--- config.mk ---
export PLATFORM = sky130hd
export DESIGN_NAME = cnn_sequencer_flat
export DESIGN_NICKNAME = d
export VERILOG_FILES = /design/src/rtl/cnn_sequencer_if.sv /design/src/rtl/cnn_sequencer.sv /design/src/flat_wrapper.sv
export SDC_FILE = /design/constraint.sdc
export NUM_CORES = 1
export LEC_CHECK = 0
export CAP_MARGIN = 20
export CORE_AREA = 4 4 296 298
export CTS_CLUSTER_DIAMETER = 30
export DETAILED_ROUTE_END_ITERATION = 10
export DIE_AREA = 0 0 300 302
export MAX_ROUTING_LAYER = met4
export PLACE_DENSITY_LB_ADDON = 0.12
export SLEW_MARGIN = 20
export SYNTH_ARGS = -nofsm -noshare
export SYNTH_HDL_FRONTEND = slang
export SYNTH_SLANG_ARGS = --single-unit
--- constraint.sdc ---
create_clock -name clk -period 2.3 [get_ports clk]
set_input_delay 0.69 -clock clk [delete_from_list [all_inputs] [get_ports clk]]
set_output_delay 0.69 -clock clk [all_outputs]
set_load 0.1 [all_outputs]
--- src/rtl/cnn_sequencer_if.sv ---
// Signal bundle between the CNN frame sequencer and its surroundings.
// A word moves on a rising edge where valid and ready are both high; valid never waits on ready.
interface cnn_sequencer_if #(
    parameter int DATA_W = 16
);
    logic                 start;
    logic                 abort;
    logic                 in_valid;
    logic [DATA_W-1:0]    in_data;
    logic                 in_ready;
    logic [36*DATA_W-1:0] fm_buf;
    logic [9*DATA_W-1:0]  fm_res;
    logic                 out_valid;
    logic [DATA_W-1:0]    out_data;
    logic                 out_ready;
    logic                 busy;
    logic                 done;
    logic [1:0]           state;

    modport master (
        output start, abort, in_valid, in_data, fm_res, out_ready,
        input  in_ready, fm_buf, out_valid, out_data, busy, done, state
    );

    modport slave (
        input  start, abort, in_valid, in_data, fm_res, out_ready,
        output in_ready, fm_buf, out_valid, out_data, busy, done, state
    );
endinterface

--- src/rtl/cnn_sequencer.sv ---
// Frame sequencer: loads a 6x6 map, waits for the external datapath to settle,
// captures its 3x3 result and streams it out row-major.
module cnn_sequencer #(
    parameter int DATA_W      = 16,
    parameter int COMPUTE_LAT = 2
) (
    input  logic           clk,
    input  logic           rst_n,
    cnn_sequencer_if.slave bus
);
    typedef enum logic [1:0] {
        IDLE    = 2'd0,
        LOAD    = 2'd1,
        COMPUTE = 2'd2,
        DRAIN   = 2'd3
    } state_t;

    localparam logic [5:0] LAST_LOAD = 6'd35;
    localparam logic [3:0] LAST_OUT  = 4'd8;
    localparam logic [3:0] WAIT_LAST = 4'(COMPUTE_LAT - 1);

    state_t            state_q, state_d;
    logic [5:0]        load_idx;
    logic [3:0]        wait_cnt;
    logic [3:0]        out_idx;
    logic              done_q;
    logic [DATA_W-1:0] fm_mem  [36];
    logic [DATA_W-1:0] res_mem [9];

    logic load_we, wait_inc, res_latch, out_inc, frame_done, idx_clear;

    always_ff @(posedge clk or negedge rst_n) begin
        if (!rst_n) state_q <= IDLE;
        else        state_q <= state_d;
    end

    // abort overrides every other input, including start in IDLE
    always_comb begin
        state_d    = state_q;
        load_we    = 1'b0;
        wait_inc   = 1'b0;
        res_latch  = 1'b0;
        out_inc    = 1'b0;
        frame_done = 1'b0;
        idx_clear  = 1'b0;
        if (bus.abort) begin
            state_d   = IDLE;
            idx_clear = 1'b1;
        end else begin
            case (state_q)
                IDLE: begin
                    idx_clear = 1'b1;
                    if (bus.start) state_d = LOAD;
                end
                LOAD: begin
                    if (bus.in_valid) begin
                        load_we = 1'b1;
                        if (load_idx == LAST_LOAD) state_d = COMPUTE;
                    end
                end
                COMPUTE: begin
                    if (wait_cnt == WAIT_LAST) begin
                        res_latch = 1'b1;
                        state_d   = DRAIN;
                    end else begin
                        wait_inc = 1'b1;
                    end
                end
                DRAIN: begin
                    if (bus.out_ready) begin
                        if (out_idx == LAST_OUT) begin
                            frame_done = 1'b1;
                            state_d    = IDLE;
                        end else begin
                            out_inc = 1'b1;
                        end
                    end
                end
                default: state_d = IDLE;
            endcase
        end
    end

    always_ff @(posedge clk or negedge rst_n) begin
        if (!rst_n) begin
            load_idx <= '0;
            wait_cnt <= '0;
            out_idx  <= '0;
            done_q   <= 1'b0;
        end else begin
            done_q <= frame_done;
            if (idx_clear) begin
                load_idx <= '0;
                wait_cnt <= '0;
                out_idx  <= '0;
            end else begin
                if (load_we && load_idx != LAST_LOAD) load_idx <= load_idx + 6'd1;
                if (wait_inc) wait_cnt <= wait_cnt + 4'd1;
                if (out_inc)  out_idx  <= out_idx + 4'd1;
            end
        end
    end

    // fm_mem is only written in LOAD, so fm_buf holds through COMPUTE, DRAIN and IDLE
    always_ff @(posedge clk or negedge rst_n) begin
        if (!rst_n) begin
            for (int k = 0; k < 36; k++) fm_mem[k] <= '0;
            for (int j = 0; j < 9; j++)  res_mem[j] <= '0;
        end else begin
            if (load_we) fm_mem[load_idx] <= bus.in_data;
            if (res_latch) begin
                for (int j = 0; j < 9; j++) res_mem[j] <= bus.fm_res[j*DATA_W +: DATA_W];
            end
        end
    end

    for (genvar k = 0; k < 36; k++) begin : g_fm_buf
        assign bus.fm_buf[k*DATA_W +: DATA_W] = fm_mem[k];
    end

    assign bus.in_ready  = (state_q == LOAD);
    assign bus.out_valid = (state_q == DRAIN);
    assign bus.out_data  = res_mem[out_idx];
    assign bus.busy      = (state_q != IDLE);
    assign bus.done      = done_q;
    assign bus.state     = state_q;
endmodule

--- src/flat_wrapper.sv ---
// flat-port wrapper written by rule: the top's interface ports become plain ports
module cnn_sequencer_flat 
#(
    parameter int DATA_W      = 16,
    parameter int COMPUTE_LAT = 2
)
  (clk, rst_n, bus_start, bus_abort, bus_in_valid, bus_in_data, bus_fm_res, bus_out_ready, bus_in_ready, bus_fm_buf, bus_out_valid, bus_out_data, bus_busy, bus_done, bus_state);
  cnn_sequencer_if #(.DATA_W(DATA_W)) bus_i ();
  input  logic clk;
  input  logic rst_n;
  input wire logic [$bits(bus_i.start)-1:0] bus_start;
  input wire logic [$bits(bus_i.abort)-1:0] bus_abort;
  input wire logic [$bits(bus_i.in_valid)-1:0] bus_in_valid;
  input wire logic [$bits(bus_i.in_data)-1:0] bus_in_data;
  input wire logic [$bits(bus_i.fm_res)-1:0] bus_fm_res;
  input wire logic [$bits(bus_i.out_ready)-1:0] bus_out_ready;
  output wire logic [$bits(bus_i.in_ready)-1:0] bus_in_ready;
  output wire logic [$bits(bus_i.fm_buf)-1:0] bus_fm_buf;
  output wire logic [$bits(bus_i.out_valid)-1:0] bus_out_valid;
  output wire logic [$bits(bus_i.out_data)-1:0] bus_out_data;
  output wire logic [$bits(bus_i.busy)-1:0] bus_busy;
  output wire logic [$bits(bus_i.done)-1:0] bus_done;
  output wire logic [$bits(bus_i.state)-1:0] bus_state;
  assign bus_i.start = bus_start;
  assign bus_i.abort = bus_abort;
  assign bus_i.in_valid = bus_in_valid;
  assign bus_i.in_data = bus_in_data;
  assign bus_i.fm_res = bus_fm_res;
  assign bus_i.out_ready = bus_out_ready;
  assign bus_in_ready = bus_i.in_ready;
  assign bus_fm_buf = bus_i.fm_buf;
  assign bus_out_valid = bus_i.out_valid;
  assign bus_out_data = bus_i.out_data;
  assign bus_busy = bus_i.busy;
  assign bus_done = bus_i.done;
  assign bus_state = bus_i.state;
  cnn_sequencer #(.DATA_W(DATA_W), .COMPUTE_LAT(COMPUTE_LAT)) u_core (.clk(clk), .rst_n(rst_n), .bus(bus_i));
endmodule
**After elaboration in Yosys (flattened, before gate mapping)**

Cells that the tools add are included.

- $add $sub $neg: 3
- Magnitude comparators: 3
- Equality and inequality tests: 13
- Muxes and demuxes: 39
- Bitwise operators: 2
- Reductions and logical operators: 8

Operators with widths:

| operator | count |
|---|---|
| $bwmux 576 | 1 |
| $demux 16 s6 | 1 |
| $bmux 16 s4 | 1 |
| $mux 16 | 3 |
| $mux 1 | 19 |
| $mux 4 | 4 |
| $mux 2 | 7 |
| $mux 6 | 2 |
| $ne 3x2->1 const B | 3 |
| $ne 3x3->1 const B | 3 |
| $add 4x1->4 const B | 2 |
| $pmux 2 s4 | 1 |
| $reduce_bool 2->1 | 4 |
| $ge 7x7->1 const B | 1 |
| $lt 7x1->1 const B | 1 |
| $not 6->7 | 1 |
| $add 6x1->6 const B | 1 |
| $eq 6x6->1 const B | 1 |
| $ne 6x6->1 const B | 1 |
| $reduce_and 6->1 | 1 |
| $ge 5x5->1 const B | 1 |
| $not 4->5 | 1 |
| $eq 2x2->1 const B | 2 |
| $eq 4x1->1 const B | 1 |
| 4 further kinds | 5 |

- Bits in registers: 737
- Output and inout port bits: 598
- Logic and storage cells: 118

**Longest topological paths before layout**

Gate-level depths: netlist of the first run.

- Depth in word-level cells: 7
- Depth in mapped cells: 9

**Worst setup path before layout of the first run**

No wires, ideal clock.

- Kind: register to register
- Start: register u_core.state_q[0] (netlist: u_core.bus.state[0])
- End: register u_core.fm_mem, in the netlist u_core.bus.fm_buf[149]
- Data arrival time: 3.429 ns
- Data required time: 2.175 ns
- Setup slack: -1.255 ns
- Cell stages (with the launch flop): 7
- Path buffers: 1
- Clock period less this slack: 3.555 ns
- Path through: dfrtp_1 > ha_1 > nor3b_2 > nand2_1 > nor2_2 > buf_2 > mux2_2

- Longest elaborated chain between the ends: 3

Ends and longest elaborated chain:

| what | line | RTL |
|---|---|---|
| start: declaration | cnn_sequencer.sv:22 | `state_t state_q, state_d;` |
| start signal: assignment | cnn_sequencer.sv:34 | `else state_q <= state_d;` |
| $eq 2x1->1 | -- |  |
| net bus_in_ready | flat_wrapper.sv:17 | `output wire logic [$bits(bus_i.in_ready)-1:0] bus_in_ready;` |
| $mux 1 | cnn_sequencer.sv:50 | `case (state_q)` |
| $mux 1 | cnn_sequencer.sv:46 | `if (bus.abort) begin` |
| end signal: indexed assignment | cnn_sequencer.sv:110 | `if (load_we) fm_mem[load_idx] <= bus.in_data;` |
| end: declaration | cnn_sequencer.sv:27 | `logic [DATA_W-1:0] fm_mem [36];` |

The timed path passes the listed nets, and every way through them passes these cells.
A chain may end at the register's enable or synchronous reset.

**Worst setup path in the final report of the first run**

- Start: register u_core.out_idx[0]
- End: output bus_out_data[3]

- Longest elaborated chain between the ends: 4

Ends and longest elaborated chain:

| what | line | RTL |
|---|---|---|
| start: declaration | cnn_sequencer.sv:25 | `logic [3:0] out_idx;` |
| start signal: assignment | cnn_sequencer.sv:99 | `if (out_inc) out_idx <= out_idx + 4'd1;` |
| $not 4->5 (not written as such) | cnn_sequencer.sv:123 | `assign bus.out_data = res_mem[out_idx];` |
| $bmux 16 s4 | cnn_sequencer.sv:123 |  |
| $mux 16 (not written as such) (2 in series) | cnn_sequencer.sv:123 |  |
| end: declaration | flat_wrapper.sv:20 | `output wire logic [$bits(bus_i.out_data)-1:0] bus_out_data;` |

No other way between the ends. The select of a mux whose other input is x is not followed.

==> metrics.md, run 1 <==
| Metric | Value |
|---|---|
| Pre-antenna DRT Iters | 5 |
| Main flop type after synthesis | dfrtp_1 |
| Critical Path Stages | 7 |
| Worst slew pin tran | 1.106 ns |
| Post-synthesis cell type count | 46 |
| Max IR drop VDD | 0.6961 mV |
| Clk_lat worst skew | 0.73 ns |
| Int Power | 32690 uW |
| Maximum buffer depth of the clock tree | 3 |
| Most common cell after layout, fill and taps aside | dfrtp_1 |
| Top post-synthesis cells by area | dfrtp_1 63%, mux2_2 28%, mux4_2 1.2% |
| Drt drc | 0 |
| Fillers | 7111 |
| Final cycle utilization of the critical path | 138.4% |
| Post-DP Area | 39200 sq um |
| Final #Nets | 2967 |
| Pleak | 0.02328 uW |
| Clk_skew | 0.02455 ns |
| Wirelength per Cell | 26.81 microns |
| First-pass GRT wire length | 156100 microns |
| HP Class | in2reg |
| Crit-path max FO | 6 |
| Yosys top cell area share | 63.05% |
| CP Class | reg2out |
| Yosys warns | 0 |
| Routability cong. | 0.8067 |
| Share of cells above drive strength 1 | 65.05% |
| Worst Path Required | 1.61 ns |
| Headroom to the max-slew limit | 26.29% |
| Post-route cell area | 45690 sq um |
| Root Buffer | clkbuf_16 |
| Critical Path AT | 2.49 ns |
| CTS buffer count | 170 |
| RSZ-0062 raised after global routing | true |
| Switching portion of total power | 26.63% |
| Pins over their slew limit | 0 |
| Grt total ovfl | 0 |
| CTS tree | built |
| Mapped Area | 29250 sq um |
| Crit-path leading delay family | buffers and inverters |
| Total track usage | 24.40% |
| Final setup violation count | 18 |
| Fmax | 314.1 MHz |
| Reg power frac | 31.9% |
| Syn Area/Cell | 15.91 sq um |
| Power after layout | 44560 uW |
| Hold Path Stages | 2 |
| Post-synth EDFFs | 0 |
| Post-synthesis sequential area ratio | 63.05% |
| Number of global-route vias before repair | 21.79k |
| Multi-input logic area | 11360 sq um |
| Layout Area Growth over Synthesis | 56.20% |
| Clock Power Share | 55.1% |
| Die W | 300 microns |
| # IOs | 764 |
| Failing checks | negative setup slack |
| Clock period minus worst slack | 3.184 ns |
| Buffers & Inverters on Critical Path | 4 |
| Setup WS post-layout | -0.8837 ns |
| IO Port Bufs | 763 |
| Psw | 11870 uW |
| DRT Wirelength | 109500 microns |
| Max-Cap Viols | 0 |
| Worst reg2reg path endpoint | u_core.bus.fm_buf[296]$_DFFE_PN0P_ |
| Placed cell count | 3744 |
| Clock Sinks | 737 |
| Leading area contributor after synthesis | dfrtp_1 |
| Net Count, Synth | 2014 |
| Initial antenna violation count | 6 |
| Die Area | 90600 sq um |
| Critical path, cell by cell | buf_8, buf_12, mux4_2, o221ai_2, buf_4, nand2_4, buf_12 |
| Reg2Reg Depth | 10 |
| Hold path start | bus_in_data[3] |
| Crit path launch type | flop |
| Via count | 19.84k |
| Final ANT Viol Nets | 0 |
| CP endpoint kind | primary output |
| DP Wirelength | 76280 microns |
| CTS HTree Levels | 4 |
| Starting Density | 34.46% |
| Fin cells | 4083 |
| Cells after Synth | 1839 |
| Hold Path Sink | u_core.bus.fm_buf[19]$_DFFE_PN0P_ |
| # rows | 107 |
| Total negative slack | -13.27 ns |
| Most frequent cells in the layout | 734 x dfrtp_1, 643 x buf_4, 544 x mux2_2, 192 x mux2_4, 176 x clkbuf_16 |
| CP max-delay cell | mux4_2 |
| Most common cell on crit path | buf_12 |
| #FFs+latches synth | 737 |
| Vias per cell | 4.858 |
| Final hold vios | 0 |
| Power Density | 975.2 nW/um^2 |
| Combinational power share | 13.0% |
| Status | complete, but fails checks |
| Largest net degree at the start of global routing | 77 |
| DRT iter0 DRCs | 900 |
| Async SR Flop Fraction | 100.0% |
| Reg-to-reg slack, setup | 0.06 ns |
| Core outline area | 84880 sq um |
| Die Ht | 302 microns |
| Sequential Area | 18450 sq um |
| CP peak stage delay | 0.52 ns |
| Clock transition at path regs | 0.04 ns |
| Worst r2r src | u_core.bus.state[1]$_DFFE_PN0P_ |
flip-flops by register name, indices dropped and copies added, names as in the netlist:
signal / count
u_core.out_idx: 4
u_core.bus.done: 1
u_core.bus.fm_buf: 576
u_core.res_mem: 144
u_core.wait_cnt: 4
u_core.bus.state: 2
u_core.load_idx: 6
cell usage after synthesis (2+ instances only):
library cell  count
dfrtp_1         737
mux2_2          727
clkbuf_1         69
nand2_1          42
buf_2            29
buf_4            29
nor2_2           26
mux2i_1          18
a31oi_1          16
mux4_2           16
nor2_1           16
o221ai_1         16
ha_1              9
mux2_4            9
a21oi_1           7
inv_1             7
nand2_2           6
and3b_1           5
xor2_1            5
nand2b_1          4
nor3b_1           4
xnor2_1           4
buf_1             3
nand3b_1          3
nand4_1           3
and4bb_2          2
buf_6             2
nand4_2           2
nand4b_2          2
nor2b_1           2
nor4b_1           2
or2_2             2
or3b_2            2
power groups by stage:
stage | Sequential [uW] | Combinational (uW) | Clock, uW
2_1_floorplan | 16000 | 1910 | 0
6_report | 14200 | 5800 | 24500
3_5_place_dp | 14400 | 5680 | 0
3_3_place_gp | 14300 | 5610 | 0
4_1_cts | 14200 | 5850 | 25000
5_1_grt | 14300 | 6050 | 25700
metrics by stage:
step | hold slack (ns) | worst slack, ns | utilization (%)
finish | 0.4536 | -0.8837 | 53.83
global placement | 0.4822 | -0.5042 | 46.19
CTS | 0.3880 | -0.9465 | 53.65
global route | 0.4214 | -0.9807 | 53.83
floorplan | 0.3944 | -0.2887 | -
detailed placement | 0.4884 | -0.5146 | 46.19
worst max-delay path by stage:
stage                                    start                                 end  slack [ns]
2_1_floorplan  u_core.bus.state[1]$_DFFE_PN0P_  u_core.bus.fm_buf[171]$_DFFE_PN0P_       -0.29
3_3_place_gp                         bus_abort  u_core.bus.fm_buf[367]$_DFFE_PN0P_       -0.50
3_5_place_dp                         bus_abort   u_core.bus.fm_buf[62]$_DFFE_PN0P_       -0.51
4_1_cts          u_core.out_idx[0]$_DFFE_PN0P_                     bus_out_data[3]       -0.95
5_1_grt          u_core.out_idx[0]$_DFFE_PN0P_                     bus_out_data[3]       -0.98
6_report         u_core.out_idx[0]$_DFFE_PN0P_                     bus_out_data[3]       -0.88
layer usage:
metal	global-route usage, %	up-vias	wire, microns
met3	7.235	201	7475
met2	40.08	686	54490
met5	-	-	0
met1	27.83	10420	42680
li1	-	8531	-
met4	10.74	0	4838
layout make-up:
cell class                 count  area share [%]
sequential                   737           40.38
multi-input combinational    963           24.86
timing repair buffer         913           18.51
clock buffer                 228           10.56
tap                         1144           3.133
clock inverter                85           2.440
inverter                       7         0.07393
antenna                        6         0.03286
timing repair:
| item | 4_1_cts | 5_1_grt |
|---|---|---|
| resized for setup | 46 | 19 |
| buffers inserted | 11 | 4 |
| hold buffers | 1 | 0 |
| gates cloned | 3 | 2 |
| pin swaps | 9 | 6 |
| endpoints found under the setup margin | 51 | 101 |
| hold endpoints to repair | 13 | 0 |
logic make-up (layout without fill, tap and decap cells):
group                      after synthesis  after routing  synth area share, %
xor gates and xnor gates                 9              9               0.2694
muxes                                  770            770                30.30
AOI/OAI and AO/OA                       43             43                1.039
DFF                                    737            737                63.05
and+or+nand+nor                        132            132                2.635
other                                    0              6                    0
buffers and inverters                  139           1233                2.331
adders and majority gates                9              9               0.3850
Note: power is estimated with default switching activity, not from simulation.
==> run 2, diff against run 1 <==
Settings changed: CORE_AREA 4 4 296 298 to 2 2 295 297, DIE_AREA 0 0 300 302 to 0 0 297 299.
Clock period 2.3 ns to 3.05 ns, I/O delays scaled along.
==> run 2 against run 1 <==
Against the previous run: the flow still finishes with violations (negative setup slack); first-iteration DRC count decreased by 8.6%; non-clock buffer count is 40 lower; utilization fell by 2.1 points; clock power shrank 21%; global-route usage decreased by 0.79 points; total power down 23%; critical path type unchanged; largest cell class unchanged.
==> metrics.md, run 2 (synthesis results as in run 1) <==
| Metric | Value |
|---|---|
| Root Buffer | clkbuf_16 |
| Clock transition at path regs | 0.05 ns (about the same) |
| Pre-antenna DRT Iters | 5 (unchanged) |
| CP max-delay cell | dfrtp_2 |
| Largest net degree at the start of global routing | 95 (+23%) |
| Via count | 19.56k (-1.4%) |
| Combinational power share | 12.1% (-0.9 points) |
| Number of global-route vias before repair | 21.11k (-3.1%) |
| Crit-path leading delay family | buffers and inverters |
| Clock period minus worst slack | 3.356 ns |
| Critical path, cell by cell | buf_12, buf_12, buf_8, nor4b_4, buf_6, nand2_2, nand2_4, buf_12 |
| Failing checks | negative setup slack |
| Max IR drop VDD | 0.4691 mV (-33%) |
| Switching portion of total power | 25.90% (-0.73 points) |
| Grt total ovfl | 0 (unchanged) |
| CP Class | reg2out |
| Reg power frac | 31.3% (-0.6 points) |
| Maximum buffer depth of the clock tree | 3 (unchanged) |
| Clk_lat worst skew | 0.73 ns (about the same) |
| CP endpoint kind | primary output |
| Wirelength per Cell | 25.33 microns (-5.5%) |
| Max-Cap Viols | 0 (unchanged) |
| Final cycle utilization of the critical path | 110.0% |
| IO Port Bufs | 763 (unchanged) |
| Worst slew pin tran | 1.119 ns (+0.01323 ns) |
| Die Area | 88800 sq um (-2.0%) |
| CP peak stage delay | 0.40 ns (-0.12 ns) |
| Clock Power Share | 56.6% (+1.5 points) |
| Buffers & Inverters on Critical Path | 5 (+1) |
| # rows | 108 (+0.93%) |
| Clk_skew | 0.02687 ns (+0.002325 ns) |
| Setup WS post-layout | -0.3056 ns (+0.5781 ns) |
| CTS HTree Levels | 4 (unchanged) |
| Vias per cell | 4.814 (-0.92%) |
| Most frequent cells in the layout | 733 x dfrtp_1, 727 x mux2_2, 626 x buf_4, 181 x clkbuf_16, 148 x clkdlybuf4s50_1 |
| Die Ht | 299 microns (-0.99%) |
| DRT iter0 DRCs | 823 (-8.6%) |
| Fmax | 298.0 MHz |
| Total track usage | 23.60% (-0.79 points) |
| Final setup violation count | 16 (-2) |
| Status | complete, but fails checks |
| Starting Density | 34.04% (-0.43 points) |
| Clock Sinks | 737 (unchanged) |
| HP Class | in2async |
| Share of cells above drive strength 1 | 64.54% (-0.51 points) |
| RSZ-0062 raised after global routing | true |
| Most common cell on crit path | buf_12 |
| Routability cong. | 0.8181 (+1.4%) |
| CTS tree | built |
| Post-route cell area | 44480 sq um (-2.7%) |
| Total negative slack | -4.497 ns (+8.775 ns) |
| Most common cell after layout, fill and taps aside | dfrtp_1 |
| Int Power | 25320 uW (-23%) |
| DP Wirelength | 72430 microns (-5.1%) |
| Final hold vios | 0 (unchanged) |
| Max reg flops | 576 (unchanged) |
| Post-DP Area | 37820 sq um (-3.5%) |
| CTS buffer count | 176 (+3.5%) |
| Layout Area Growth over Synthesis | 52.05% |
| Critical Path AT | 2.44 ns (-0.05 ns) |
| Pins over their slew limit | 0 (unchanged) |
| Drt drc | 0 (unchanged) |
| Final ANT Viol Nets | 0 (unchanged) |
| Headroom to the max-slew limit | 25.41% (-0.88 points) |
| Power Density | 768.1 nW/um^2 (-21%) |
| DRT Wirelength | 102900 microns (-6.0%) |
| Crit-path max FO | 8 (+2) |
| Initial antenna violation count | 9 (+3) |
| Worst Path Required | 2.13 ns (+0.52 ns) |
| Core outline area | 85940 sq um (+1.3%) |
| Crit path launch type | flop |
| Die W | 297 microns (-1.0%) |
| Final #Nets | 2933 (-1.1%) |
| Pleak | 0.02291 uW (-1.6%) |
| Psw | 8849 uW (-25%) |
| First-pass GRT wire length | 149200 microns (-4.4%) |
| # IOs | 764 (unchanged) |
run 2: cell types whose count changed in the layout (fill, tap and decap cells not counted), moves of 6 or more:
cell        delta
clkinvlp_4     -6
nand2_2        +8
nor2_4        -22
mux2_2       +183
clkbuf_8      +12
mux2_4       -183
buf_12        -16
nor2_2        +22
nand2_4       -13
buf_4         -17
run 2: cell type report:
| type | instances | area, sq um |
|---|---|---|
| well taps | 1155 | 1445 |
| clock inverters | 78 | 1109 |
| repair buffers | 873 | 7873 |
| clock buffers | 244 | 5156 |
| diodes | 6 | 15.01 |
| inverters | 7 | 26.28 |
| fillers | 7344 | 41460 |
| flip-flops and latches | 737 | 18450 |
| multi-input cells | 963 | 10410 |
run 2: what timing repair did:
item	in CTS	in global routing
resized for setup	43	14
pin swaps	14	12
gates cloned	2	0
setup buffers	12	0
hold buffers	0	0
endpoints found under the setup margin	16	16
run 2: power by group through the flow:
stage	combinational, uW	clock (uW)	sequential, uW
after floorplan	1350	0	12000
after global placement	4090	0	10800
after detailed placement	4130	0	10800
after CTS	4200	19700	10700
after global routing	4340	20200	10700
final	4150	19300	10700
run 2: worst reg2reg max path, delay by kind of cell, from the launching register on:
kind | cells | cell delay (ns)
simple gates | 3 | 1.03
buf+inv | 2 | 0.33
mux | 1 | 0.35
fa+ha+maj | 1 | 0.17
flops | 1 | 0.41
run 2: through the flow:
stage               setup slack [ns]  power [uW]  util (%)  instances  hold slack [ns]
floorplan                    0.04763       13370         -       1839           0.4737
global placement             -0.1594       14870     44.00       3723           0.4824
detailed placement           -0.1855       14950     44.00       3723           0.4881
CTS                          -0.3819       34550     51.73       4059           0.1267
global route                 -0.4017       35330     51.75       4062           0.1553
finish                       -0.3056       34170     51.76       4063           0.1768
run 2: final timing paths:
path | start | endpoint | slack (ns) | depth (start not counted)
worst max-delay path | u_core.out_idx[0]$_DFFE_PN0P_ | bus_out_data[8] | -0.31 | 8
worst max register to register | u_core.bus.state[1]$_DFFE_PN0P_ | u_core.bus.fm_buf[33]$_DFFE_PN0P_ | 0.64 | 7
worst min-delay path | rst_n | u_core.bus.fm_buf[498]$_DFFE_PN0P_ | 0.18 | 1
min in group clk | u_core.res_mem[102]$_DFFE_PN0P_ | u_core.res_mem[102]$_DFFE_PN0P_ | 0.50 | 1
max in group asynchronous | rst_n | u_core.res_mem[59]$_DFFE_PN0P_ | 1.91 | 2
worst min register to register | u_core.res_mem[102]$_DFFE_PN0P_ | u_core.res_mem[102]$_DFFE_PN0P_ | 0.50 | 1
run 2: layer usage:
layer	up-vias	track usage, %	share of wire [%]
met5	-	-	0
met4	0	8.478	3.2
met3	188	6.812	6.1
met2	664	39.24	50
met1	10230	27.20	41
li1	8476	-	-
